`src/rtl/mips_pkg.sv`:
```
// Shared MIPS constants for the ALU dispatcher: ALU control codes, opcode/funct values,
// dispatcher FSM encoding and a sign-extension helper.
package mips_pkg;

   localparam logic [2:0] ALU_AND = 3'b000;
   localparam logic [2:0] ALU_OR  = 3'b001;
   localparam logic [2:0] ALU_ADD = 3'b010;
   localparam logic [2:0] ALU_SUB = 3'b110;
   localparam logic [2:0] ALU_SLT = 3'b111;

   localparam logic [5:0] OP_RTYPE = 6'b000000;
   localparam logic [5:0] OP_LW    = 6'b100011;
   localparam logic [5:0] OP_SW    = 6'b101011;
   localparam logic [5:0] OP_ADDI  = 6'b001000;
   localparam logic [5:0] OP_BEQ   = 6'b000100;

   localparam logic [5:0] FN_ADD = 6'b100000;
   localparam logic [5:0] FN_SUB = 6'b100010;
   localparam logic [5:0] FN_AND = 6'b100100;
   localparam logic [5:0] FN_OR  = 6'b100101;
   localparam logic [5:0] FN_SLT = 6'b101010;

   typedef enum logic [1:0] {
      ST_IDLE = 2'b00,
      ST_EXEC = 2'b01,
      ST_RESP = 2'b10
   } state_t;

   function automatic logic [31:0] sign_ext16(input logic [15:0] v);
      return {{16{v[15]}}, v};
   endfunction

endpackage

```
`src/rtl/alu_decode.sv`:
```
// Combinational MIPS decode: opcode/funct to ALU control, immediate select,
// branch-compare flag and illegal-instruction flag.
module alu_decode
   import mips_pkg::*;
(
   input  logic [5:0] opcode,
   input  logic [5:0] funct,
   output logic [2:0] control,
   output logic       use_imm,
   output logic       is_beq,
   output logic       illegal
);

   // Instruction decode table
   always_comb begin
      control = ALU_ADD;
      use_imm = 1'b0;
      is_beq  = 1'b0;
      illegal = 1'b0;
      case (opcode)
         OP_RTYPE: begin
            case (funct)
               FN_ADD:  control = ALU_ADD;
               FN_SUB:  control = ALU_SUB;
               FN_AND:  control = ALU_AND;
               FN_OR:   control = ALU_OR;
               FN_SLT:  control = ALU_SLT;
               default: illegal = 1'b1;
            endcase
         end
         OP_LW, OP_SW, OP_ADDI: begin
            control = ALU_ADD;
            use_imm = 1'b1;
         end
         OP_BEQ: begin
            control = ALU_SUB;
            is_beq  = 1'b1;
         end
         default: illegal = 1'b1;
      endcase
   end

endmodule

```
`src/rtl/alu_dispatch.sv`:
```
// Request/response front end for an external ALU: decodes a MIPS request, holds
// operands stable for EXEC_CYCLES cycles, then captures and presents the result.
module alu_dispatch
   import mips_pkg::*;
#(
   parameter int unsigned EXEC_CYCLES = 1
) (
   input  logic        clk,
   input  logic        rst_n,
   input  logic        req_valid,
   output logic        req_ready,
   input  logic [5:0]  req_opcode,
   input  logic [5:0]  req_funct,
   input  logic [31:0] req_rs_val,
   input  logic [31:0] req_rt_val,
   input  logic [15:0] req_imm,
   output logic [31:0] alu_a,
   output logic [31:0] alu_b,
   output logic [2:0]  alu_control,
   input  logic [31:0] alu_result,
   input  logic        alu_zero,
   output logic        rsp_valid,
   input  logic        rsp_ready,
   output logic [31:0] rsp_result,
   output logic        rsp_zero,
   output logic        rsp_branch_taken,
   output logic        rsp_illegal
);

   localparam logic [3:0] LAST_CNT = 4'(EXEC_CYCLES - 1);

   state_t      state_r;
   state_t      state_s;
   logic [3:0]  cnt_r;
   logic        beq_r;
   logic [2:0]  dec_control_s;
   logic        dec_use_imm_s;
   logic        dec_is_beq_s;
   logic        dec_illegal_s;
   logic        accept_s;
   logic        last_s;
   logic        handshake_s;

   alu_decode u_decode (
      .opcode  (req_opcode),
      .funct   (req_funct),
      .control (dec_control_s),
      .use_imm (dec_use_imm_s),
      .is_beq  (dec_is_beq_s),
      .illegal (dec_illegal_s)
   );

   assign accept_s    = req_valid && req_ready && (state_r == ST_IDLE);
   assign last_s      = (cnt_r == LAST_CNT);
   assign handshake_s = rsp_valid && rsp_ready;

   // Next-state logic
   always_comb begin
      state_s = state_r;
      case (state_r)
         ST_IDLE: begin
            if (accept_s) begin
               state_s = dec_illegal_s ? ST_RESP : ST_EXEC;
            end else begin
               state_s = ST_IDLE;
            end
         end
         ST_EXEC: begin
            if (last_s) begin
               state_s = ST_RESP;
            end else begin
               state_s = ST_EXEC;
            end
         end
         ST_RESP: begin
            if (handshake_s) begin
               state_s = ST_IDLE;
            end else begin
               state_s = ST_RESP;
            end
         end
         default: state_s = ST_IDLE;
      endcase
   end

   // State register, hold counter and handshake flags; rsp_valid lags entry to RESP by one cycle
   always_ff @(posedge clk or negedge rst_n) begin
      if (!rst_n) begin
         state_r   <= ST_IDLE;
         cnt_r     <= 4'd0;
         req_ready <= 1'b0;
         rsp_valid <= 1'b0;
      end else begin
         state_r   <= state_s;
         req_ready <= (state_s == ST_IDLE);
         rsp_valid <= (state_r == ST_RESP) && !handshake_s;
         if ((state_r == ST_EXEC) && !last_s) begin
            cnt_r <= cnt_r + 4'd1;
         end else begin
            cnt_r <= 4'd0;
         end
      end
   end

   // Operand registers and response capture; illegal requests leave the ALU inputs untouched
   always_ff @(posedge clk or negedge rst_n) begin
      if (!rst_n) begin
         alu_a            <= 32'd0;
         alu_b            <= 32'd0;
         alu_control      <= 3'b000;
         beq_r            <= 1'b0;
         rsp_result       <= 32'd0;
         rsp_zero         <= 1'b0;
         rsp_branch_taken <= 1'b0;
         rsp_illegal      <= 1'b0;
      end else if (accept_s) begin
         beq_r <= dec_is_beq_s;
         if (dec_illegal_s) begin
            rsp_result       <= 32'd0;
            rsp_zero         <= 1'b0;
            rsp_branch_taken <= 1'b0;
            rsp_illegal      <= 1'b1;
         end else begin
            alu_a       <= req_rs_val;
            alu_b       <= dec_use_imm_s ? sign_ext16(req_imm) : req_rt_val;
            alu_control <= dec_control_s;
         end
      end else if ((state_r == ST_EXEC) && last_s) begin
         rsp_result       <= alu_result;
         rsp_zero         <= alu_zero;
         rsp_branch_taken <= beq_r & alu_zero;
         rsp_illegal      <= 1'b0;
      end
   end

endmodule

```
`config.mk`:
```
export PLATFORM = sky130hd
export DESIGN_NAME = alu_dispatch
export DESIGN_NICKNAME = d
export VERILOG_FILES = /design/src/rtl/mips_pkg.sv /design/src/rtl/alu_decode.sv /design/src/rtl/alu_dispatch.sv
export SDC_FILE = /design/constraint.sdc
export NUM_CORES = 1
export LEC_CHECK = 0
export ABC_CLOCK_PERIOD_IN_PS = 1900
export BUFFER_PORTS_ARGS = -buffer_cell sky130_fd_sc_hd__buf_2
export CAP_MARGIN = 5
export CORE_MARGIN = 10
export CORE_UTILIZATION = 46
export DETAILED_ROUTE_END_ITERATION = 8
export PLACE_DENSITY = 0.8
export SLEW_MARGIN = 20
export SYNTH_ARGS = -nofsm -noshare
export SYNTH_HDL_FRONTEND = slang
export SYNTH_SLANG_ARGS = --single-unit
```
`constraint.sdc`:
```
create_clock -name clk -period 1.9 [get_ports clk]
set_input_delay 0.38 -clock clk [delete_from_list [all_inputs] [get_ports clk]]
set_output_delay 0.38 -clock clk [all_outputs]
set_load 0.02 [all_outputs]
```
==> impl_metrics.json <==
{
  "critPathBufInv": 2,
  "rsz0062_at_grt": "false",
  "grt_max_degree": 112,
  "n_antenna_cell": 0,
  "drv_slew": 0,
  "gp_congestion": 0.7922,
  "worstReg2RegStart": "state_r[1]",
  "numPortBuffers": 232,
  "synth_edf_count": 0,
  "drc": 0,
  "die_w_um": 120.3,
  "routed-via-count": 3967,
  "dp_hpwl_um": 11210,
  "coreArea_sq_um": 9774,
  "cpPeakStageDelay_ns": 0.39,
  "cp_cell_sequence": "buf_2 > or3_4 > a211o_1 > a221o_4 > buf_12 > mux2_4",
  "cts_setup_buffers": 0,
  "required_ns": 2.14,
  "max_cap_violations": 0,
  "drt-met1-wl_um": 5368,
  "row_count": 36,
  "crit_slowest_cell": "or3_4",
  "crit_path_end_kind": "flop",
  "clk_pin_slew_ns": 0.09,
  "gr-usage-all-layers_pct": 18.86,
  "synth-xor-area-share_pct": 0.3783,
  "cts.path.max_buffers": 2,
  "min_period_over_period_pct": 96.91,
  "ant_nets": 0,
  "final_cells": 801,
  "hold_viol_final": 0,
  "pin_count": 233,
  "slew_headroom_pct": 61.55,
  "critPathTopFamily": "compound AO/OA/AOI/OAI gates",
  "top_layer": "met4",
  "ys_ff_latch": 111,
  "synth_nets": 558,
  "synth_cells": 427,
  "synthToLayoutAreaGrowth_pct": 34.15,
  "max_freq_mhz": 543.1,
  "synth_area_leaders": "dfrtp_1 (60%), nand2_1 (9.0%), mux2_4 (6.2%), a21oi_1 (5.7%), o21ai_0 (3.7%)",
  "drive_gt1_share_pct": 45.06,
  "cp_max_fo": 34,
  "synth.distinct_cells": 31,
  "grt_pass1_wl_um": 22150,
  "clockRootBuffer": "clkbuf_8",
  "initial_core_util_pct": 47.38,
  "synthArstFlopShare_pct": 100.0,
  "avgSynthCellArea_sq_um": 10.84,
  "wl_met3_um": 1806,
  "seq_area_frac_synth_pct": 59.98,
  "worstSetupStartpointType": "input port",
  "synthMuxAreaShare_pct": 12.78,
  "cp-startpoint": "req_opcode[0]",
  "clk_latency_ns": 0.35,
  "dr.pass1.iters": 6,
  "setup_viol": 0,
  "h-tree-depth": 3,
  "wire_per_inst_um": 17.53,
  "ir_worst_vdd_mv": 0.8640,
  "dp_cells": 788,
  "yosys.area.top_type": "dfrtp_1",
  "wl_met2_um": 6710,
  "finalSetupTns_ns": 0,
  "synth_top_cell_area_share_pct": 59.98,
  "yosys_warnings": 0,
  "synth_fa_ha_area_share_pct": 0.5404,
  "synth_compound_area_share_pct": 10.92,
  "grt.overflow.total": 0,
  "grt_antenna_before_repair": 0,
  "min-delay-path-class": "in2async",
  "synth_top_family_by_area": "multiplexers",
  "path_depth": 6,
  "powerDensity_nw_per_um2": 1308,
  "die_h_um": 120.3,
  "synthSimpleGateAreaFrac_pct": 12.40,
  "finalNetCount": 797,
  "drtIter0Drc": 264,
  "outcome": "completed",
  "netlist_area_sq_um": 4631,
  "cts_tree": "built",
  "via_per_inst": 4.953,
  "crit_arrival_ns": 2.08,
  "cts_sinks": 111,
  "finalCriticalPeriod_ns": 1.841,
  "synth_ff_type": "dfrtp_1",
  "die-area_sq_um": 14480,
  "timing.setup.critical_path_class": "in2reg",
  "netlist_top_cells_count": "dfrtp_1 (111), nand2_1 (111), a21oi_1 (53), o21ai_0 (34), mux2_4 (19)",
  "wl_um": 14040,
  "tightest_slew_ns": 0.5767,
  "numCtsBuffers": 9,
  "skew_ns": 0.01114,
  "grt_pass1_vias": 4304,
  "rr_worst_depth": 5,
  "total_leakage_power_uw": 0.003496
}
final timing paths:
path	to	slack [ns]
min in group clk	alu_a[6]	0.25
max in group asynchronous	alu_b[28]	1.38
worst max-delay path	alu_a[29]	0.06
worst min register to register	alu_b[8]	0.48
worst min-delay path	rsp_result[4]	0.10
worst max register to register	alu_a[29]	0.12
cell type report:
| class | count | area, sq um |
|---|---|---|
| Sequential cell | 111 | 2778 |
| Tap cell | 133 | 166.4 |
| Clock inverter | 1 | 7.507 |
| Timing Repair Buffer | 252 | 1355 |
| Fill cell | 806 | 3562 |
| Clock buffer | 12 | 145.1 |
| Inverter | 4 | 15.01 |
| Multi-Input combinational cell | 288 | 1745 |
timing repair:
item / 4_1_cts / 5_1_grt
hold buffers: 0 / 0
gates resized for setup: 0 / 1
endpoints found under the setup margin: 0 / 8
endpoints found under the hold margin: 0 / 0
cell usage in the layout (no fill, tap or decap), drive strengths merged:
cell type / count
inv: 4
nor4: 1
a221o: 1
o31ai: 3
a2bb2oi: 1
dfrtp: 111
a21o: 1
or3: 2
ha: 2
nor4b: 2
nand3: 5
clkinvlp: 1
nand2: 111
xnor2: 1
nor4bb: 1
mux2i: 16
a22oi: 1
nand2b: 2
o21ai: 35
a21oi: 53
mux2: 32
and3: 2
clkbuf: 12
a211o: 1
xor2: 1
nor3b: 1
buf: 252
nor2: 11
nor2b: 2
worst register-to-register path, stage by stage (launching register included):
cell	delay, ns
dfrtp_1	0.43
nor2_1	0.12
nand3_1	0.18
a221o_4	0.41
buf_12	0.19
mux2_4	0.34
flip-flops by register name, summed over array words and instances, names as in the netlist:
register          cells
rsp_branch_taken      1
rsp_illegal           1
req_ready             1
alu_a                32
rsp_zero              1
state_r               2
alu_control           3
rsp_result           32
alu_b                32
rsp_valid             1
cnt_r                 4
beq_r                 1
kinds of logic (layout without fill, tap and decap cells):
group,count (synthesis),in the layout
flip-flops,111,111
buffers and inverters,28,269
multiplexers,48,48
XOR/XNOR,2,2
AND/OR/NAND/NOR,140,140
AO/OA/AOI/OAI,96,96
adder cells (fa/ha/maj),2,2
power by group:
part,leakage [uW],internal [uW],total (uW),switching (uW)
clock network,0.0000744,494,1210,711
registers,0.00148,3180,3650,470
logic,0.00194,1270,3270,2000
total,0.00350,4940,8120,3180
stage by stage:
step / worst slack, ns / cell area (sq um) / utilization, % / hold slack (ns) / total power, uW
2_1_floorplan: -0.1380 / 4649 / - / 0.08441 / 5539
3_3_place_gp: -0.2759 / 6056 / 61.96 / 0.4576 / 6886
3_5_place_dp: -0.3232 / 6056 / 61.96 / 0.4650 / 7021
4_1_cts: 0.07163 / 6208 / 63.52 / 0.1171 / 8244
5_1_grt: 0.02958 / 6212 / 63.56 / 0.1400 / 8643
6_report: 0.05867 / 6212 / 63.56 / 0.1042 / 8124
metal layers:
metal,vias to the layer above,GRT usage [%]
met2,176,31.71
met3,10,9.353
met5,-,0
li1,1915,-
met1,1866,20.54
met4,0,5.807
No activity file was read; power rests on OpenSTA's default activity.
